`src/rtl/figure_pkg.sv`:
```
// Shared figure-atlas geometry: atlas dimensions, state count, and the per-state
// frame rectangle and centre tables used by both the writer and the renderer.
package figure_pkg;

  localparam int FIGURE_LENGTH = 502;
  localparam int FIGURE_WIDTH  = 424;
  localparam int NUM_STATES    = 17;
  localparam int ADDR_W        = 19;
  localparam int DIM_W         = 9;

  typedef enum logic [1:0] {
    IDLE,
    LOAD,
    FINISH
  } fw_state_t;

  typedef struct packed {
    logic [DIM_W-1:0] corner_x;
    logic [DIM_W-1:0] corner_y;
    logic [DIM_W-1:0] frame_x;
    logic [DIM_W-1:0] frame_y;
  } frame_rect_t;

  typedef struct packed {
    logic [DIM_W-1:0] center_x;
    logic [DIM_W-1:0] center_y;
  } frame_center_t;

  localparam logic [DIM_W-1:0] CORNER_X [NUM_STATES] = '{
    9'd0,   9'd106, 9'd204, 9'd304, 9'd400, 9'd0,   9'd103, 9'd202, 9'd302,
    9'd396, 9'd0,   9'd100, 9'd198, 9'd298, 9'd0,   9'd120, 9'd396};
  localparam logic [DIM_W-1:0] CORNER_Y [NUM_STATES] = '{
    9'd0,   9'd0,   9'd0,   9'd0,   9'd0,   9'd160, 9'd160, 9'd160, 9'd160,
    9'd160, 9'd311, 9'd311, 9'd311, 9'd311, 9'd120, 9'd120, 9'd311};
  localparam logic [DIM_W-1:0] FRAME_X [NUM_STATES] = '{
    9'd106, 9'd98,  9'd100, 9'd96,  9'd102, 9'd103, 9'd99,  9'd100, 9'd94,
    9'd106, 9'd100, 9'd98,  9'd100, 9'd98,  9'd60,  9'd80,  9'd106};
  localparam logic [DIM_W-1:0] FRAME_Y [NUM_STATES] = '{
    9'd108, 9'd108, 9'd108, 9'd108, 9'd108, 9'd123, 9'd120, 9'd118, 9'd122,
    9'd120, 9'd110, 9'd112, 9'd108, 9'd104, 9'd38,  9'd36,  9'd110};
  localparam logic [DIM_W-1:0] CENTER_X [NUM_STATES] = '{
    9'd53,  9'd49,  9'd50,  9'd48,  9'd51,  9'd51,  9'd49,  9'd50,  9'd47,
    9'd53,  9'd50,  9'd49,  9'd50,  9'd49,  9'd30,  9'd40,  9'd53};
  localparam logic [DIM_W-1:0] CENTER_Y [NUM_STATES] = '{
    9'd54,  9'd54,  9'd54,  9'd54,  9'd54,  9'd61,  9'd60,  9'd59,  9'd61,
    9'd60,  9'd55,  9'd56,  9'd54,  9'd52,  9'd19,  9'd18,  9'd55};

  // Out-of-range indices yield an all-zero rectangle rather than reading past the table.
  function automatic frame_rect_t frame_rect(input logic [5:0] idx);
    frame_rect_t r;
    logic [4:0]  i;
    r = '0;
    i = idx[4:0];
    if (int'(idx) < NUM_STATES) begin
      r.corner_x = CORNER_X[i];
      r.corner_y = CORNER_Y[i];
      r.frame_x  = FRAME_X[i];
      r.frame_y  = FRAME_Y[i];
    end
    return r;
  endfunction

  function automatic frame_center_t frame_center(input logic [5:0] idx);
    frame_center_t c;
    logic [4:0]    i;
    c = '0;
    i = idx[4:0];
    if (int'(idx) < NUM_STATES) begin
      c.center_x = CENTER_X[i];
      c.center_y = CENTER_Y[i];
    end
    return c;
  endfunction

endpackage

```
`src/rtl/figure_writer_if.sv`:
```
// Command, pixel-stream and sprite-RAM write signals of the figure writer.
interface figure_writer_if;
  import figure_pkg::*;

  logic              cmd_valid;
  logic [5:0]        cmd_state;
  logic              cmd_ready;
  logic              pix_valid;
  logic [2:0]        pix_data;
  logic              pix_ready;
  logic              abort;
  logic [ADDR_W-1:0] write_address;
  logic [2:0]        write_data;
  logic              write_en;
  logic              busy;
  logic              done;
  logic              error;

  modport master (
    output cmd_valid, cmd_state, pix_valid, pix_data, abort,
    input  cmd_ready, pix_ready, write_address, write_data, write_en, busy, done, error
  );

  modport slave (
    input  cmd_valid, cmd_state, pix_valid, pix_data, abort,
    output cmd_ready, pix_ready, write_address, write_data, write_en, busy, done, error
  );
endinterface

```
`src/rtl/figure_addr_gen.sv`:
```
// Raster walker over one frame rectangle: holds col/row/row_base and produces the
// sprite-RAM address of the current pixel plus a last-pixel flag.
module figure_addr_gen import figure_pkg::*; #(
  parameter int FIGURE_LENGTH = figure_pkg::FIGURE_LENGTH
) (
  input  logic              Clk,
  input  logic              Reset_n,
  input  logic              load,
  input  logic              advance,
  input  frame_rect_t       rect,
  output logic [ADDR_W-1:0] addr,
  output logic              last
);

  localparam logic [ADDR_W-1:0] STRIDE = ADDR_W'(FIGURE_LENGTH);

  logic [DIM_W-1:0]  col_q, col_d;
  logic [DIM_W-1:0]  row_q, row_d;
  logic [DIM_W-1:0]  corner_x_q, corner_x_d;
  logic [DIM_W-1:0]  frame_x_q, frame_x_d;
  logic [DIM_W-1:0]  frame_y_q, frame_y_d;
  logic [ADDR_W-1:0] row_base_q, row_base_d;
  logic              end_of_row;

  always_comb begin
    col_d      = col_q;
    row_d      = row_q;
    corner_x_d = corner_x_q;
    frame_x_d  = frame_x_q;
    frame_y_d  = frame_y_q;
    row_base_d = row_base_q;
    end_of_row = (col_q == frame_x_q - 9'd1);
    last       = end_of_row && (row_q == frame_y_q - 9'd1);
    if (load) begin
      col_d      = '0;
      row_d      = '0;
      corner_x_d = rect.corner_x;
      frame_x_d  = rect.frame_x;
      frame_y_d  = rect.frame_y;
      // Only multiply in the design; per-row stepping is a plain add.
      row_base_d = ADDR_W'(rect.corner_y) * STRIDE;
    end else if (advance) begin
      if (end_of_row) begin
        col_d      = '0;
        row_d      = row_q + 9'd1;
        row_base_d = row_base_q + STRIDE;
      end else begin
        col_d = col_q + 9'd1;
      end
    end
  end

  always_ff @(posedge Clk or negedge Reset_n) begin
    if (!Reset_n) begin
      col_q      <= '0;
      row_q      <= '0;
      corner_x_q <= '0;
      frame_x_q  <= '0;
      frame_y_q  <= '0;
      row_base_q <= '0;
    end else begin
      col_q      <= col_d;
      row_q      <= row_d;
      corner_x_q <= corner_x_d;
      frame_x_q  <= frame_x_d;
      frame_y_q  <= frame_y_d;
      row_base_q <= row_base_d;
    end
  end

  assign addr = row_base_q + ADDR_W'(corner_x_q) + ADDR_W'(col_q);

endmodule

```
`src/rtl/figure_writer.sv`:
```
// Loads one figure frame from a raster pixel stream into the sprite atlas RAM,
// one write per accepted pixel with a single cycle of latency.
module figure_writer import figure_pkg::*; #(
  parameter int FIGURE_LENGTH = figure_pkg::FIGURE_LENGTH,
  parameter int FIGURE_WIDTH  = figure_pkg::FIGURE_WIDTH,
  parameter int NUM_STATES    = figure_pkg::NUM_STATES,
  parameter bit SKIP_ZERO     = 1'b0
) (
  input logic             Clk,
  input logic             Reset_n,
  figure_writer_if.slave  bus
);

  if (FIGURE_LENGTH * FIGURE_WIDTH > (1 << ADDR_W) ||
      NUM_STATES > figure_pkg::NUM_STATES) begin : g_bad_cfg
    $error("figure_writer: atlas geometry or state count exceeds address/table range");
  end

  fw_state_t         state_q, state_d;
  logic              cmd_ready_q, cmd_ready_d;
  logic              write_en_q, write_en_d;
  logic              done_q, done_d;
  logic              error_q, error_d;
  logic [ADDR_W-1:0] write_address_q, write_address_d;
  logic [2:0]        write_data_q, write_data_d;

  logic              load;
  logic              pix_accept;
  logic              last;
  logic [ADDR_W-1:0] pix_addr;
  frame_rect_t       rect;

  assign rect = frame_rect(bus.cmd_state);

  figure_addr_gen #(
    .FIGURE_LENGTH(FIGURE_LENGTH)
  ) u_addr_gen (
    .Clk    (Clk),
    .Reset_n(Reset_n),
    .load   (load),
    .advance(pix_accept),
    .rect   (rect),
    .addr   (pix_addr),
    .last   (last)
  );

  always_comb begin
    state_d         = state_q;
    write_en_d      = 1'b0;
    done_d          = 1'b0;
    error_d         = 1'b0;
    write_address_d = write_address_q;
    write_data_d    = write_data_q;
    load            = 1'b0;
    pix_accept      = 1'b0;
    unique case (state_q)
      IDLE: begin
        if (bus.cmd_valid && cmd_ready_q) begin
          if (int'(bus.cmd_state) < NUM_STATES) begin
            state_d = LOAD;
            load    = 1'b1;
          end else begin
            error_d = 1'b1;
          end
        end
      end
      LOAD: begin
        // abort wins over a same-cycle pixel, which is why pix_ready is masked by it.
        if (bus.abort) begin
          state_d = IDLE;
        end else if (bus.pix_valid) begin
          pix_accept      = 1'b1;
          write_en_d      = !(SKIP_ZERO && bus.pix_data == 3'd0);
          write_address_d = pix_addr;
          write_data_d    = bus.pix_data;
          if (last) begin
            done_d  = 1'b1;
            state_d = FINISH;
          end
        end
      end
      FINISH:  state_d = IDLE;
      default: state_d = IDLE;
    endcase
    cmd_ready_d = (state_d == IDLE);
  end

  always_ff @(posedge Clk or negedge Reset_n) begin
    if (!Reset_n) begin
      state_q         <= IDLE;
      cmd_ready_q     <= 1'b0;
      write_en_q      <= 1'b0;
      done_q          <= 1'b0;
      error_q         <= 1'b0;
      write_address_q <= '0;
      write_data_q    <= '0;
    end else begin
      state_q         <= state_d;
      cmd_ready_q     <= cmd_ready_d;
      write_en_q      <= write_en_d;
      done_q          <= done_d;
      error_q         <= error_d;
      write_address_q <= write_address_d;
      write_data_q    <= write_data_d;
    end
  end

  assign bus.cmd_ready     = cmd_ready_q;
  assign bus.pix_ready     = (state_q == LOAD) && !bus.abort;
  assign bus.write_en      = write_en_q;
  assign bus.write_address = write_address_q;
  assign bus.write_data    = write_data_q;
  assign bus.busy          = (state_q != IDLE);
  assign bus.done          = done_q;
  assign bus.error         = error_q;

endmodule

```
`src/flat_wrapper.sv`:
```
// flat-port wrapper written by rule: the top's interface ports become plain ports
module figure_writer_flat import figure_pkg::*;
#(
  parameter int FIGURE_LENGTH = figure_pkg::FIGURE_LENGTH,
  parameter int FIGURE_WIDTH  = figure_pkg::FIGURE_WIDTH,
  parameter int NUM_STATES    = figure_pkg::NUM_STATES,
  parameter bit SKIP_ZERO     = 1'b0
)
  (Clk, Reset_n, bus_cmd_valid, bus_cmd_state, bus_pix_valid, bus_pix_data, bus_abort, bus_cmd_ready, bus_pix_ready, bus_write_address, bus_write_data, bus_write_en, bus_busy, bus_done, bus_error);
  figure_writer_if bus_i ();
  input logic Clk;
  input logic Reset_n;
  input wire logic [$bits(bus_i.cmd_valid)-1:0] bus_cmd_valid;
  input wire logic [$bits(bus_i.cmd_state)-1:0] bus_cmd_state;
  input wire logic [$bits(bus_i.pix_valid)-1:0] bus_pix_valid;
  input wire logic [$bits(bus_i.pix_data)-1:0] bus_pix_data;
  input wire logic [$bits(bus_i.abort)-1:0] bus_abort;
  output wire logic [$bits(bus_i.cmd_ready)-1:0] bus_cmd_ready;
  output wire logic [$bits(bus_i.pix_ready)-1:0] bus_pix_ready;
  output wire logic [$bits(bus_i.write_address)-1:0] bus_write_address;
  output wire logic [$bits(bus_i.write_data)-1:0] bus_write_data;
  output wire logic [$bits(bus_i.write_en)-1:0] bus_write_en;
  output wire logic [$bits(bus_i.busy)-1:0] bus_busy;
  output wire logic [$bits(bus_i.done)-1:0] bus_done;
  output wire logic [$bits(bus_i.error)-1:0] bus_error;
  assign bus_i.cmd_valid = bus_cmd_valid;
  assign bus_i.cmd_state = bus_cmd_state;
  assign bus_i.pix_valid = bus_pix_valid;
  assign bus_i.pix_data = bus_pix_data;
  assign bus_i.abort = bus_abort;
  assign bus_cmd_ready = bus_i.cmd_ready;
  assign bus_pix_ready = bus_i.pix_ready;
  assign bus_write_address = bus_i.write_address;
  assign bus_write_data = bus_i.write_data;
  assign bus_write_en = bus_i.write_en;
  assign bus_busy = bus_i.busy;
  assign bus_done = bus_i.done;
  assign bus_error = bus_i.error;
  figure_writer #(.FIGURE_LENGTH(FIGURE_LENGTH), .FIGURE_WIDTH(FIGURE_WIDTH), .NUM_STATES(NUM_STATES), .SKIP_ZERO(SKIP_ZERO)) u_core (.Clk(Clk), .Reset_n(Reset_n), .bus(bus_i));
endmodule
```
`config.mk`:
```
export PLATFORM = sky130hd
export DESIGN_NAME = figure_writer_flat
export DESIGN_NICKNAME = d
export VERILOG_FILES = /design/src/rtl/figure_pkg.sv /design/src/rtl/figure_writer_if.sv /design/src/rtl/figure_addr_gen.sv /design/src/rtl/figure_writer.sv /design/src/flat_wrapper.sv
export SDC_FILE = /design/constraint.sdc
export NUM_CORES = 1
export LEC_CHECK = 0
export BUFFER_PORTS_ARGS = -buffer_cell sky130_fd_sc_hd__buf_2
export CAP_MARGIN = 5
export CORE_ASPECT_RATIO = 2
export CORE_MARGIN = 5
export CORE_UTILIZATION = 34
export DETAILED_ROUTE_END_ITERATION = 8
export PLACE_DENSITY_LB_ADDON = 0.25
export SLEW_MARGIN = 40
export SYNTH_ARGS = -nofsm -noshare
export SYNTH_HDL_FRONTEND = slang
export SYNTH_SLANG_ARGS = --single-unit
export TNS_END_PERCENT = 100
```
`constraint.sdc`:
```
create_clock -name Clk -period 3.55 [get_ports Clk]
set_clock_uncertainty 0.1 [all_clocks]
set_input_delay 0.5325 -clock Clk [delete_from_list [all_inputs] [get_ports Clk]]
set_output_delay 0.5325 -clock Clk [all_outputs]
set_load 0.1 [all_outputs]
```
==> results of run 1 <==
-- registers in the layout, summed over array words and instances (netlist names) --
register                      count
u_core.bus.error                  1
u_core.u_addr_gen.row_q           9
u_core.u_addr_gen.corner_x_q      9
u_core.u_addr_gen.col_q           9
u_core.state_q                    2
u_core.u_addr_gen.frame_x_q       7
u_core.u_addr_gen.frame_y_q       7
u_core.bus.write_en               1
u_core.bus.cmd_ready              1
u_core.u_addr_gen.row_base_q     18
u_core.bus.write_address         19
u_core.bus.done                   1
u_core.bus.write_data             3
-- per-layer routing --
| layer | GRT usage [%] | part of all wire [%] |
|---|---|---|
| met4 | 9.948 | 5.4 |
| met3 | 2.242 | 2.5 |
| met2 | 30.30 | 55 |
| met5 | 0 | 0 |
| met1 | 16.56 | 37 |
-- final cells by class --
class | count | area, sq um | share of cell area (%)
Multi-Input combinational cell | 614 | 4933 | 54.50
Sequential cell | 87 | 2177 | 24.05
Timing Repair Buffer | 142 | 1039 | 11.47
Tap cell | 269 | 336.6 | 3.718
Inverter | 69 | 280.3 | 3.096
Clock buffer | 12 | 256.5 | 2.833
Clock inverter | 4 | 30.03 | 0.3317
-- metrics by stage --
step / setup TNS (ps) / total power, uW
finish: -10090 / 5009
global route: -11970 / 5344
global placement: -14930 / 3919
detailed placement: -15400 / 3945
floorplan: -11790 / 3365
CTS: -10400 / 5029
-- logic make-up after synthesis --
kind of cell | count (synthesis)
adders and majority gates | 97
xor gates and xnor gates | 58
and+or+nand+nor | 257
DFF | 87
buffers and inverters | 109
muxes | 11
AOI/OAI and AO/OA | 191
-- cell usage in the layout (no fill, tap or decap), types with 4 or more instances in the layout --
cell type / instances
sky130_fd_sc_hd__clkbuf_16: 9
sky130_fd_sc_hd__a31oi_1: 22
sky130_fd_sc_hd__or4_1: 7
sky130_fd_sc_hd__and3_1: 7
sky130_fd_sc_hd__a211oi_1: 7
sky130_fd_sc_hd__ha_1: 51
sky130_fd_sc_hd__xnor2_1: 31
sky130_fd_sc_hd__a21oi_2: 5
sky130_fd_sc_hd__buf_4: 90
sky130_fd_sc_hd__nor2b_1: 8
sky130_fd_sc_hd__buf_6: 12
sky130_fd_sc_hd__nand2b_1: 11
sky130_fd_sc_hd__nor4_1: 5
sky130_fd_sc_hd__nor3b_1: 5
sky130_fd_sc_hd__a21o_1: 13
sky130_fd_sc_hd__nor3_1: 11
sky130_fd_sc_hd__inv_2: 8
sky130_fd_sc_hd__o2111ai_1: 4
sky130_fd_sc_hd__o21ai_0: 54
sky130_fd_sc_hd__nand4_1: 10
sky130_fd_sc_hd__clkinvlp_4: 4
sky130_fd_sc_hd__a21oi_1: 29
sky130_fd_sc_hd__mux2i_1: 8
sky130_fd_sc_hd__buf_2: 37
sky130_fd_sc_hd__o31ai_1: 11
sky130_fd_sc_hd__o21a_1: 8
sky130_fd_sc_hd__or3_1: 8
sky130_fd_sc_hd__nand3_1: 12
sky130_fd_sc_hd__fa_1: 32
sky130_fd_sc_hd__o21ai_1: 4
sky130_fd_sc_hd__dfrtp_1: 87
sky130_fd_sc_hd__inv_1: 55
sky130_fd_sc_hd__nand2_1: 89
sky130_fd_sc_hd__xor2_1: 24
sky130_fd_sc_hd__nor2_1: 45
sky130_fd_sc_hd__ha_4: 11
sky130_fd_sc_hd__and2_1: 4
-- synth_stat cells (all sizes together) (13+ instances only) --
cell type | count | area share [%]
dfrtp | 87 | 30
a21o | 13 | 1.4
inv | 68 | 3.5
ha | 64 | 11
o21ai | 61 | 4.2
a31oi | 22 | 1.9
fa | 33 | 9.2
xor2 | 24 | 2.9
nor2 | 49 | 2.6
nand3 | 13 | 0.97
nor3 | 13 | 0.90
nand2 | 92 | 4.8
xnor2 | 34 | 4.1
a21oi | 35 | 2.5
clkbuf | 31 | 1.6
-- report_power, final --
group | internal [uW] | total, uW | switching (uW)
combinational | 894 | 2610 | 1710
clock | 514 | 928 | 414
sequential | 1220 | 1480 | 256
total | 2630 | 5010 | 2380
-- final timing paths --
check,cells past startpoint,endpoint,startpoint
min reg2reg,2,u_core.bus.write_address[17],u_core.bus.write_address[17]
min,1,u_core.u_addr_gen.col_q[4],Reset_n
max in group asynchronous,2,u_core.bus.write_address[17],Reset_n
min in group Clk,2,u_core.state_q[1],bus_abort
max reg2reg,11,u_core.bus.write_address[17],u_core.u_addr_gen.col_q[1]
max,21,u_core.u_addr_gen.row_base_q[17],bus_cmd_state[1]
-- what timing repair did --
item	CTS	global route
hold endpoints to repair	0	0
setup endpoints to repair	12	12
buffers inserted	10	13
pin swaps	27	28
gates resized for setup	37	27
==> impl_summary.log, run 1 <==
[metrics] global route total overflow: 0
[metrics] failing checks: negative setup slack
[metrics] cell at the slowest stage of the critical path: sky130_fd_sc_hd__fa_1
[metrics] diode insertion count for antenna repair: 0
[metrics] number of distinct library cells after synthesis: between 60 and 70
[metrics] buffers plus inverters on the worst setup path: 5
[metrics] complex-gate fraction of the synthesized area: 16.81%
[metrics] fin worst setup slack: -1221 ps
[metrics] Non-Filler Cell Area, Final: ~9100 sq um
[metrics] Port Buf Inserts: just over 40
[metrics] clk_lat worst skew: ~360 ps
[metrics] # DRC: 0
[metrics] Post-synth EDFFs: 0
[metrics] via count of the first global-routing pass: approximately 6.3k
[metrics] starting density of the core: 34.42%
[metrics] Data arrival, critical path: 4950 ps
[metrics] boundary pin count: 42
[metrics] 1st-pass router iterations: 4
[metrics] highest clock frequency the design can meet: approximately 210 MHz
[metrics] most common cell type on the critical path: sky130_fd_sc_hd__fa_1
[metrics] number of buffers inserted during clock tree synthesis: 9
[metrics] worst hold-check slack: around 43 ps
[metrics] CTS Hold Bufs: 0
[metrics] die span in x: between 100 and 150 um
[metrics] overall global routing resource usage: ~16%
[metrics] final cycle utilization of the critical path: 134.4%
[metrics] post-synthesis share of cell area spent on full adders, half adders and majority gates: between 20% and 30%
[metrics] die outline area: 24370 sq um
[metrics] mux contribution to synthesized area: 1.581%
[metrics] transition time at the pin with the least slew margin: about 700 ps
[metrics] number of H-tree levels: 3
[metrics] element type at the critical path start: input port
[metrics] YS warnings: 0
[metrics] Setup violations, final: 11
[metrics] minimum period implied by the final worst setup slack: about 4800 ps
[metrics] largest family of logic cells by synthesized area: adder cells
[metrics] chain of cells forming the critical path: buf_8 -> clkinvlp_4 -> ha_4 -> nand2b_4 -> o21a_4 -> or3_4 -> fa_1 -> fa_1 -> inv_1 -> fa_1 -> inv_1 -> fa_1 -> inv_2 -> ha_4 -> or3_4 -> o21ai_4 -> a21oi_4 -> a221oi_2 -> xnor2_1 -> nor2_1 -> a31oi_1
[metrics] unrepaired setup endpoints after global routing: true
[metrics] row count: between 70 and 80
[metrics] Max transition margin: 53.52%
[metrics] Max Root-Sink Buffers: 2
[metrics] FFs w/ async S/R, synth: between 90% and 100%
[metrics] Routed Antenna Nets: 0
[metrics] maxcap violations: 0
[metrics] leakage power total: approximately 0.0043 uW
[metrics] VDD IR-drop max: between 400 and 500 uV
[metrics] setup slack at placement: -1788 ps
[metrics] number of clock sinks: 87
[metrics] fraction of synthesized cell area in xor and xnor cells: 7.052%
[metrics] family with the most delay on the worst path: adder cells
[metrics] average wire length per cell after detail routing: approximately 16 um
[metrics] Net Count, Synth: ~900
[metrics] clk slew on worst S/H paths: 70 ps
[metrics] placed standard-cell area: roughly 8400 sq um
[metrics] reg-to-reg slack, setup: approximately 410 ps
[metrics] post-synthesis share of cell area spent on and, or, nand and nor gates: around 18%
[metrics] total via count after detailed routing: 6112
[metrics] detail-routed via count per cell: about 5.1
[metrics] sequential share of the synthesized area: between 30% and 40%
[metrics] clock tree from TritonCTS: yes
[metrics] flops & latches, synth: 87
[metrics] core outline area: around 21000 sq um
[metrics] die outline height: 215.8 um
[metrics] maximum number of pins on one net before global-route repair: 43
[metrics] final count of hold timing violations: 0
[metrics] post-placement cell count: roughly 1.2k
[metrics] required arrival time at the worst endpoint: about 3700 ps
[metrics] number of violations reported at the end of detailed-routing iteration 0: 290
[metrics] synthesized area: between 7000 and 8000 sq um
[metrics] Min-Delay Path Class: input port to async pin
[metrics] Most used DFF post-synth: sky130_fd_sc_hd__dfrtp_1
[metrics] layout overhead on the synthesized area: 25.67%
[metrics] Non-Filler Instances: 1197
[metrics] core utilization of the finished layout: between 40% and 50%
[metrics] Final #Nets: just over 1k
[metrics] total power divided by cell area: about 550 nW/um^2
[metrics] wire length of the first global-routing pass: 31550 um
[metrics] mean instance size in the synthesized netlist: about 8.9 sq um
[metrics] post-detailed-routing wire length: around 19000 um
[metrics] root buf cell: sky130_fd_sc_hd__clkbuf_16
[metrics] gate count of the mapped netlist: 810
[metrics] Detailed Place HPWL: about 15000 um
[metrics] layout cells sized above 1: around a quarter
[metrics] outcome: finished with violations
[metrics] weighted congestion reported at the end of routability-driven placement: ~0.84
[metrics] kind of end point of the critical path: register
[metrics] biggest cell delay along the critical path: between 500 and 600 ps
[metrics] startpoint-to-endpoint class of the critical path: input port to register
[metrics] count of fill cells added during filler insertion: approximately 2.1k
[metrics] CP Max Fanout: 4
[metrics] final-report max-slew violation count: 0
[metrics] number of antenna violations at the first check in global routing: 0
No activity file was read; power rests on OpenSTA's default activity.
==> inputs of run 2 (changes only) <==
- PLACE_DENSITY_LB_ADDON: 0.25 -> default
==> impl_summary.log, run 2 (same netlist as run 1, synthesis figures left out) <==
[metrics] diode insertion count for antenna repair: 0 (unchanged)
[metrics] die outline height: 215.8 um (unchanged)
[metrics] number of antenna violations at the first check in global routing: 0 (unchanged)
[metrics] number of buffers inserted during clock tree synthesis: 9 (unchanged)
[metrics] number of clock sinks: 87 (unchanged)
[metrics] wire length of the first global-routing pass: 30710 um (was 31550 um)
[metrics] # DRC: 0 (unchanged)
[metrics] Max transition margin: 47.59% (was 53.52%)
[metrics] maxcap violations: 0 (unchanged)
[metrics] Setup violations, final: 11 (unchanged)
[metrics] final cycle utilization of the critical path: 134.4% (about the same)
[metrics] Data arrival, critical path: 4920 ps (was 4950 ps)
[metrics] layout cells sized above 1: 22.15% (was 24.68%)
[metrics] kind of end point of the critical path: register (unchanged)
[metrics] startpoint-to-endpoint class of the critical path: input port to register (unchanged)
[metrics] transition time at the pin with the least slew margin: 778.0 ps (was 689.9 ps)
[metrics] Non-Filler Instances: 1181 (was 1197)
[metrics] Final #Nets: 1018 (was 1034)
[metrics] Detailed Place HPWL: 14560 um (was 14990 um)
[metrics] total via count after detailed routing: 6004 (was 6112)
[metrics] outcome: finished with violations (unchanged)
[metrics] clk slew on worst S/H paths: 60 ps (was 70 ps)
[metrics] required arrival time at the worst endpoint: 3700 ps (was 3730 ps)
[metrics] average wire length per cell after detail routing: 15.37 um (was 15.86 um)
[metrics] unrepaired setup endpoints after global routing: true (unchanged)
[metrics] overall global routing resource usage: 15.72% (was 16.21%)
[metrics] number of H-tree levels: 3 (unchanged)
[metrics] via count of the first global-routing pass: 6169 (was 6325)
[metrics] Max Root-Sink Buffers: 2 (unchanged)
[metrics] final-report max-slew violation count: 0 (unchanged)
[metrics] highest clock frequency the design can meet: 209.6 MHz (about the same)
[metrics] weighted congestion reported at the end of routability-driven placement: 0.8624 (was 0.8410)
[metrics] sum of negative setup slack: -9502 ps (was -10090 ps)
[metrics] commonest non-fill, non-tap cell in the layout: sky130_fd_sc_hd__nand2_1 (was sky130_fd_sc_hd__buf_4)
[metrics] post-placement cell count: 1161 (was 1164)
[metrics] total area of sequential cells: 2177 sq um (unchanged)
[metrics] minimum period implied by the final worst setup slack: 4772 ps (was 4771 ps)
[metrics] CTS Hold Bufs: 0 (unchanged)
[metrics] clock network power share: 19.8% (was 18.5%)
[metrics] power spent charging and discharging nets: 2346 uW (was 2380 uW)
[metrics] global route total overflow: 0 (unchanged)
[metrics] Internal: 2649 uW (was 2628 uW)
[metrics] number of violations reported at the end of detailed-routing iteration 0: 234 (was 290)
[metrics] clock tree from TritonCTS: yes (unchanged)
[metrics] proportion of power drawn by flip-flops and latches: 29.3% (was 29.5%)
[metrics] Min-Delay Path Class: input port to async pin (unchanged)
[metrics] start of the worst register-to-register path: u_core.u_addr_gen.col_q[4] (was u_core.u_addr_gen.col_q[1])
[metrics] clk_lat worst skew: 360 ps (about the same)
[metrics] row count: 75 (unchanged)
[metrics] VDD IR-drop max: 531.1 uV (was 499.4 uV)
[metrics] detail-routed via count per cell: 5.084 (was 5.106)
[metrics] r2r endpoint: u_core.bus.write_address[18] (was u_core.bus.write_address[17])
[metrics] die span in x: 112.9 um (unchanged)
[metrics] final count of hold timing violations: 0 (unchanged)
[metrics] count of fill cells added during filler insertion: 2103 (was 2100)
[metrics] total power divided by cell area: 564.3 nW/um^2 (was 553.3 nW/um^2)
[metrics] max reg flops: 19 (unchanged)
[metrics] core outline area: 20930 sq um (unchanged)
[metrics] CP Max Fanout: 4 (unchanged)
[metrics] element type at the critical path start: input port (unchanged)
[metrics] Routed Antenna Nets: 0 (unchanged)
[metrics] root buf cell: sky130_fd_sc_hd__clkbuf_16 (unchanged)
[metrics] fin worst setup slack: -1222 ps (was -1221 ps)
[metrics] starting density of the core: 34.42% (unchanged)
[metrics] leakage power total: 0.004192 uW (was 0.004269 uW)
[metrics] failing checks: negative setup slack (unchanged)
[metrics] area of combinational cells with multiple inputs: 4843 sq um (was 4933 sq um)
[metrics] maximum number of pins on one net before global-route repair: 62 (was 43)
[metrics] 1st-pass router iterations: 5 (was 4)
[metrics] die outline area: 24370 sq um (unchanged)
[metrics] switching power as a share of total power: 46.97% (was 47.52%)
[metrics] Port Buf Inserts: 41 (unchanged)
[metrics] Comb power frac: 51.0% (was 52.0%)
[metrics] layout overhead on the synthesized area: 22.89% (was 25.67%)
[metrics] commonest non-fill, non-tap cells in the layout: 90 x sky130_fd_sc_hd__nand2_1, 87 x sky130_fd_sc_hd__dfrtp_1, 76 x sky130_fd_sc_hd__buf_4, 58 x sky130_fd_sc_hd__inv_1, 55 x sky130_fd_sc_hd__o21ai_0 (was 90 x sky130_fd_sc_hd__buf_4, 89 x sky130_fd_sc_hd__nand2_1, 87 x sky130_fd_sc_hd__dfrtp_1, 55 x sky130_fd_sc_hd__inv_1, 54 x sky130_fd_sc_hd__o21ai_0)
[metrics] post-detailed-routing wire length: 18150 um (was 18980 um)
[metrics] reg-to-reg slack, setup: 520 ps (was 410 ps)
[metrics] cell depth of the worst flop-to-flop path: 10 (was 11)
[metrics] boundary pin count: 42 (unchanged)
## run 2: cell types whose count changed in the layout (fill, tap and decap cells not counted), moves of 3 or more
cell,before,now
sky130_fd_sc_hd__inv_2,8,5
sky130_fd_sc_hd__buf_4,90,76
sky130_fd_sc_hd__ha_1,51,54
sky130_fd_sc_hd__inv_1,55,58
## run 2: worst max-delay path by stage
| stage | start | end | slack, ps | cells after the start |
|---|---|---|---|---|
| after global placement | bus_cmd_state[1] | u_core.u_addr_gen.row_base_q[17] | -1730 | 21 |
| after global routing | bus_cmd_state[1] | u_core.u_addr_gen.row_base_q[16] | -1430 | 27 |
| after floorplan | bus_cmd_state[1] | u_core.u_addr_gen.row_base_q[17] | -1610 | 23 |
| after detailed placement | bus_cmd_state[1] | u_core.u_addr_gen.row_base_q[17] | -1790 | 21 |
| final | bus_cmd_state[1] | u_core.u_addr_gen.row_base_q[16] | -1220 | 27 |
| after CTS | bus_cmd_state[1] | u_core.u_addr_gen.row_base_q[16] | -1220 | 27 |
## run 2: cell type report
cell class	instances	area share, %
well taps	269	3.802
multi-input cells	614	54.71
clock inverters	5	0.6078
flip-flops and latches	87	24.59
repair buffers	126	10.26
inverters	69	3.166
clock buffers	11	2.855
## run 2: layer usage
| metal | up-vias | part of all wire, % | routed length [um] | global-route usage [%] |
|---|---|---|---|---|
| met5 | - | 0 | 0 | 0 |
| met4 | 0 | 4.8 | 875 | 8.785 |
| met3 | 43 | 2.7 | 495 | 2.326 |
| met2 | 104 | 56 | 10080 | 29.63 |
| met1 | 2848 | 37 | 6700 | 16.14 |
| li1 | 3009 | - | - | - |
## run 2: worst max-delay path, stage by stage
cell and delay [ps]:
sky130_fd_sc_hd__buf_8 80, sky130_fd_sc_hd__clkinvlp_4 90, sky130_fd_sc_hd__ha_4 190, sky130_fd_sc_hd__nand2b_4 60
sky130_fd_sc_hd__o21a_1 170, sky130_fd_sc_hd__buf_6 120, sky130_fd_sc_hd__nor2_4 40, sky130_fd_sc_hd__buf_6 110
sky130_fd_sc_hd__nand2_4 70, sky130_fd_sc_hd__clkinvlp_4 80, sky130_fd_sc_hd__fa_1 480, sky130_fd_sc_hd__inv_1 50
sky130_fd_sc_hd__fa_1 480, sky130_fd_sc_hd__inv_1 50, sky130_fd_sc_hd__fa_1 480, sky130_fd_sc_hd__inv_1 50
sky130_fd_sc_hd__fa_1 480, sky130_fd_sc_hd__inv_2 50, sky130_fd_sc_hd__ha_4 210, sky130_fd_sc_hd__o21a_1 100
sky130_fd_sc_hd__o21a_1 170, sky130_fd_sc_hd__o41a_1 150, sky130_fd_sc_hd__buf_6 150, sky130_fd_sc_hd__o21a_1 150
sky130_fd_sc_hd__nor2_1 110, sky130_fd_sc_hd__xnor2_1 70, sky130_fd_sc_hd__a21o_1 170
## run 2: per-stage QoR
step	power (uW)	utilization, %	hold WS, ps	setup WS [ps]	instance area (sq um)
CTS	5029	42.03	175.9	-1225	8795
floorplan	3365	-	136.9	-1610	7377
global route	5336	42.30	95.39	-1428	8852
finish	4995	42.30	47.53	-1222	8852
global placement	3918	39.91	350.6	-1730	8352
detailed placement	3954	39.91	357.3	-1793	8352
## run 2: power by group through the flow
| stage | Sequential, uW | Combinational [uW] | Clock [uW] |
|---|---|---|---|
| 2_1_floorplan | 2190 | 1170 | 0 |
| 3_3_place_gp | 1470 | 2450 | 0 |
| 3_5_place_dp | 1480 | 2470 | 0 |
| 4_1_cts | 1460 | 2550 | 1020 |
| 5_1_grt | 1500 | 2780 | 1050 |
| 6_report | 1460 | 2550 | 988 |
## run 2: timing repair
action | CTS | global route
buffers inserted | 2 | 2
hold endpoints to repair | 0 | 0
gates resized for setup | 25 | 9
pin swaps | 23 | 9
setup endpoints to repair | 12 | 12
gates cloned | 0 | 0
==> inputs of run 3 (changes only) <==
- CORE_ASPECT_RATIO: 2 -> 1.75
- CORE_UTILIZATION: 34 -> 40
- PLACE_DENSITY_LB_ADDON: default -> 0.25
==> impl_summary.log, run 3 (same netlist as run 1, synthesis figures left out) <==
[metrics] outcome: finished with violations (unchanged)
[metrics] failing checks: negative setup slack (unchanged)
[metrics] cell depth of the worst flop-to-flop path: 11 (was 10)
[metrics] proportion of power drawn by flip-flops and latches: 29.5% (was 29.3%)
[metrics] average wire length per cell after detail routing: 15.64 um (was 15.37 um)
[metrics] unrepaired setup endpoints after global routing: true (unchanged)
[metrics] r2r endpoint: u_core.bus.write_address[17] (was u_core.bus.write_address[18])
[metrics] boundary pin count: 42 (unchanged)
[metrics] Max transition margin: 61.22% (was 47.59%)
[metrics] final cycle utilization of the critical path: 133.7% (was 134.4%)
[metrics] clock tree from TritonCTS: yes (unchanged)
[metrics] core outline area: 17890 sq um (was 20930 sq um)
[metrics] required arrival time at the worst endpoint: 3710 ps (was 3700 ps)
[metrics] element type at the critical path start: input port (unchanged)
[metrics] Non-Filler Cell Area, Final: 8889 sq um (was 8852 sq um)
[metrics] VDD IR-drop max: 409.3 uV (was 531.1 uV)
[metrics] Detailed Place HPWL: 14150 um (was 14560 um)
[metrics] kind of end point of the critical path: register (unchanged)
[metrics] minimum period implied by the final worst setup slack: 4746 ps (was 4772 ps)
[metrics] number of clock sinks: 87 (unchanged)
[metrics] commonest non-fill, non-tap cells in the layout: 88 x sky130_fd_sc_hd__nand2_1, 87 x sky130_fd_sc_hd__dfrtp_1, 80 x sky130_fd_sc_hd__buf_4, 55 x sky130_fd_sc_hd__inv_1 (was 90 x sky130_fd_sc_hd__nand2_1, 87 x sky130_fd_sc_hd__dfrtp_1, 76 x sky130_fd_sc_hd__buf_4, 58 x sky130_fd_sc_hd__inv_1, 55 x sky130_fd_sc_hd__o21ai_0)
[metrics] die span in x: 111.4 um (was 112.9 um)
[metrics] max reg flops: 19 (unchanged)
[metrics] total area of sequential cells: 2177 sq um (unchanged)
[metrics] via count of the first global-routing pass: 6210 (was 6169)
[metrics] Data arrival, critical path: 4910 ps (was 4920 ps)
[metrics] post-detailed-routing wire length: 18000 um (was 18150 um)
[metrics] final count of hold timing violations: 0 (unchanged)
[metrics] setup slack at placement: -1754 ps (was -1793 ps)
[metrics] overall global routing resource usage: 17.97% (was 15.72%)
[metrics] weighted congestion reported at the end of routability-driven placement: 0.8337 (was 0.8624)
[metrics] maximum number of pins on one net before global-route repair: 62 (unchanged)
[metrics] switching power as a share of total power: 46.70% (was 46.97%)
[metrics] placed standard-cell area: 8290 sq um (was 8352 sq um)
[metrics] layout overhead on the synthesized area: 23.40% (was 22.89%)
[metrics] global route total overflow: 0 (unchanged)
[metrics] startpoint-to-endpoint class of the critical path: input port to register (unchanged)
[metrics] clk slew on worst S/H paths: 70 ps (was 60 ps)
[metrics] 1st-pass router iterations: 4 (was 5)
[metrics] commonest non-fill, non-tap cell in the layout: sky130_fd_sc_hd__nand2_1 (unchanged)
[metrics] starting density of the core: 40.26% (was 34.42%)
[metrics] clk_lat worst skew: 340 ps (was 360 ps)
[metrics] core utilization of the finished layout: 49.68% (was 42.30%)
[metrics] maxcap violations: 0 (unchanged)
[metrics] Internal: 2666 uW (was 2649 uW)
[metrics] transition time at the pin with the least slew margin: 575.6 ps (was 778.0 ps)
[metrics] final-report max-slew violation count: 0 (unchanged)
[metrics] area of combinational cells with multiple inputs: 4856 sq um (was 4843 sq um)
[metrics] Worst Setup SP: bus_cmd_state[1] (unchanged)
[metrics] Routed Antenna Nets: 0 (unchanged)
[metrics] layout cells sized above 1: 23.34% (was 22.15%)
[metrics] # DRC: 0 (unchanged)
[metrics] Setup violations, final: 11 (unchanged)
[metrics] Comb power frac: 50.3% (was 51.0%)
[metrics] worst hold-check slack: 65.60 ps (was 47.53 ps)
[metrics] count of fill cells added during filler insertion: 1742 (was 2103)
[metrics] total via count after detailed routing: 6070 (was 6004)
[metrics] start of the worst register-to-register path: u_core.u_addr_gen.col_q[1] (was u_core.u_addr_gen.col_q[4])
[metrics] number of buffers inserted during clock tree synthesis: 9 (unchanged)
[metrics] capture point of the critical path: u_core.u_addr_gen.row_base_q[13] (was u_core.u_addr_gen.row_base_q[16])
[metrics] diode insertion count for antenna repair: 0 (unchanged)
[metrics] clock network power share: 20.3% (was 19.8%)
[metrics] number of H-tree levels: 3 (unchanged)
[metrics] die outline height: 187.5 um (was 215.8 um)
[metrics] Min-Delay Path Class: input port to async pin (unchanged)
[metrics] sum of negative setup slack: -9453 ps (was -9502 ps)
[metrics] detail-routed via count per cell: 5.274 (was 5.084)
[metrics] leakage power total: 0.004227 uW (was 0.004192 uW)
[metrics] Port Buf Inserts: 41 (unchanged)
[metrics] wire length of the first global-routing pass: 30830 um (was 30710 um)
[metrics] Max Root-Sink Buffers: 2 (unchanged)
[metrics] root buf cell: sky130_fd_sc_hd__clkbuf_16 (unchanged)
[metrics] reg-to-reg slack, setup: 410 ps (was 520 ps)
[metrics] die outline area: 20900 sq um (was 24370 sq um)
[metrics] number of violations reported at the end of detailed-routing iteration 0: 237 (was 234)
[metrics] Final #Nets: 1024 (was 1018)
[metrics] power spent charging and discharging nets: 2336 uW (was 2346 uW)
[metrics] CP Max Fanout: 4 (unchanged)
[metrics] number of antenna violations at the first check in global routing: 0 (unchanged)
[metrics] fin worst setup slack: -1196 ps (was -1222 ps)
[metrics] row count: 65 (was 75)
[metrics] highest clock frequency the design can meet: 210.7 MHz (was 209.6 MHz)
[metrics] total power divided by cell area: 562.7 nW/um^2 (was 564.3 nW/um^2)
==> run 3: what timing repair did <==
item / in CTS / in global routing
resized for setup: 30 / 17
gates cloned: 0 / 0
endpoints found under the hold margin: 0 / 0
buffers inserted: 6 / 9
pin swaps: 34 / 27
setup endpoints to repair: 12 / 12
hold buffers: 0 / 0
==> run 3: worst max-delay path, cell delays in order <==
cell	delay, ps
sky130_fd_sc_hd__buf_8	80
sky130_fd_sc_hd__clkinvlp_4	90
sky130_fd_sc_hd__ha_4	190
sky130_fd_sc_hd__nand2b_4	70
sky130_fd_sc_hd__o21a_1	150
sky130_fd_sc_hd__buf_6	110
sky130_fd_sc_hd__nor2_4	40
sky130_fd_sc_hd__buf_6	120
sky130_fd_sc_hd__nand2_4	70
sky130_fd_sc_hd__clkinvlp_4	80
sky130_fd_sc_hd__fa_1	470
sky130_fd_sc_hd__inv_1	50
sky130_fd_sc_hd__fa_1	470
sky130_fd_sc_hd__inv_1	50
sky130_fd_sc_hd__fa_1	470
sky130_fd_sc_hd__inv_1	50
sky130_fd_sc_hd__fa_1	490
sky130_fd_sc_hd__inv_2	40
sky130_fd_sc_hd__ha_4	210
sky130_fd_sc_hd__or3_1	300
sky130_fd_sc_hd__o21ai_1	100
sky130_fd_sc_hd__a21oi_2	70
sky130_fd_sc_hd__buf_4	150
sky130_fd_sc_hd__a21oi_2	120
sky130_fd_sc_hd__xnor2_1	120
sky130_fd_sc_hd__nor2_1	70
sky130_fd_sc_hd__a31oi_1	150
==> run 3: worst min path at each step <==
stage,endpoint,depth (start not counted)
final,u_core.u_addr_gen.frame_x_q[0],1
after global routing,u_core.u_addr_gen.col_q[5],1
after CTS,u_core.u_addr_gen.corner_x_q[8],1
after detailed placement,u_core.bus.write_address[17],2
after global placement,u_core.bus.write_address[17],2
after floorplan,u_core.bus.cmd_ready,0
==> run 3: area by class of cell <==
cell class | instances | share of cell area, %
inverter | 69 | 3.153
tap | 234 | 3.294
timing repair buffer | 132 | 10.95
multi-input combinational | 614 | 54.63
sequential | 87 | 24.49
clock inverter | 6 | 0.9431
clock buffer | 9 | 2.534
==> run 3: layer usage <==
layer  GRT usage, %  part of all wire, %  vias up
met5              0                    0        -
met4          8.431                  4.0        0
met3          1.711                  2.4       39
met2          33.91                   54      102
met1          19.96                   40     2908
li1               -                    -     3021
==> run 3: through the flow <==
step                      power (uW)  instances
after global placement          3912       1122
after global routing            5341       1151
final                           5002       1151
after floorplan                 3365        810
after CTS                       5024       1143
after detailed placement        3945       1122
==> run 3: power by group through the flow <==
stage	sequential [uW]	clock, uW	combinational (uW)
6_report	1470	1010	2510
5_1_grt	1510	1070	2760
3_3_place_gp	1480	0	2430
3_5_place_dp	1490	0	2450
4_1_cts	1470	1030	2520
2_1_floorplan	2190	0	1170
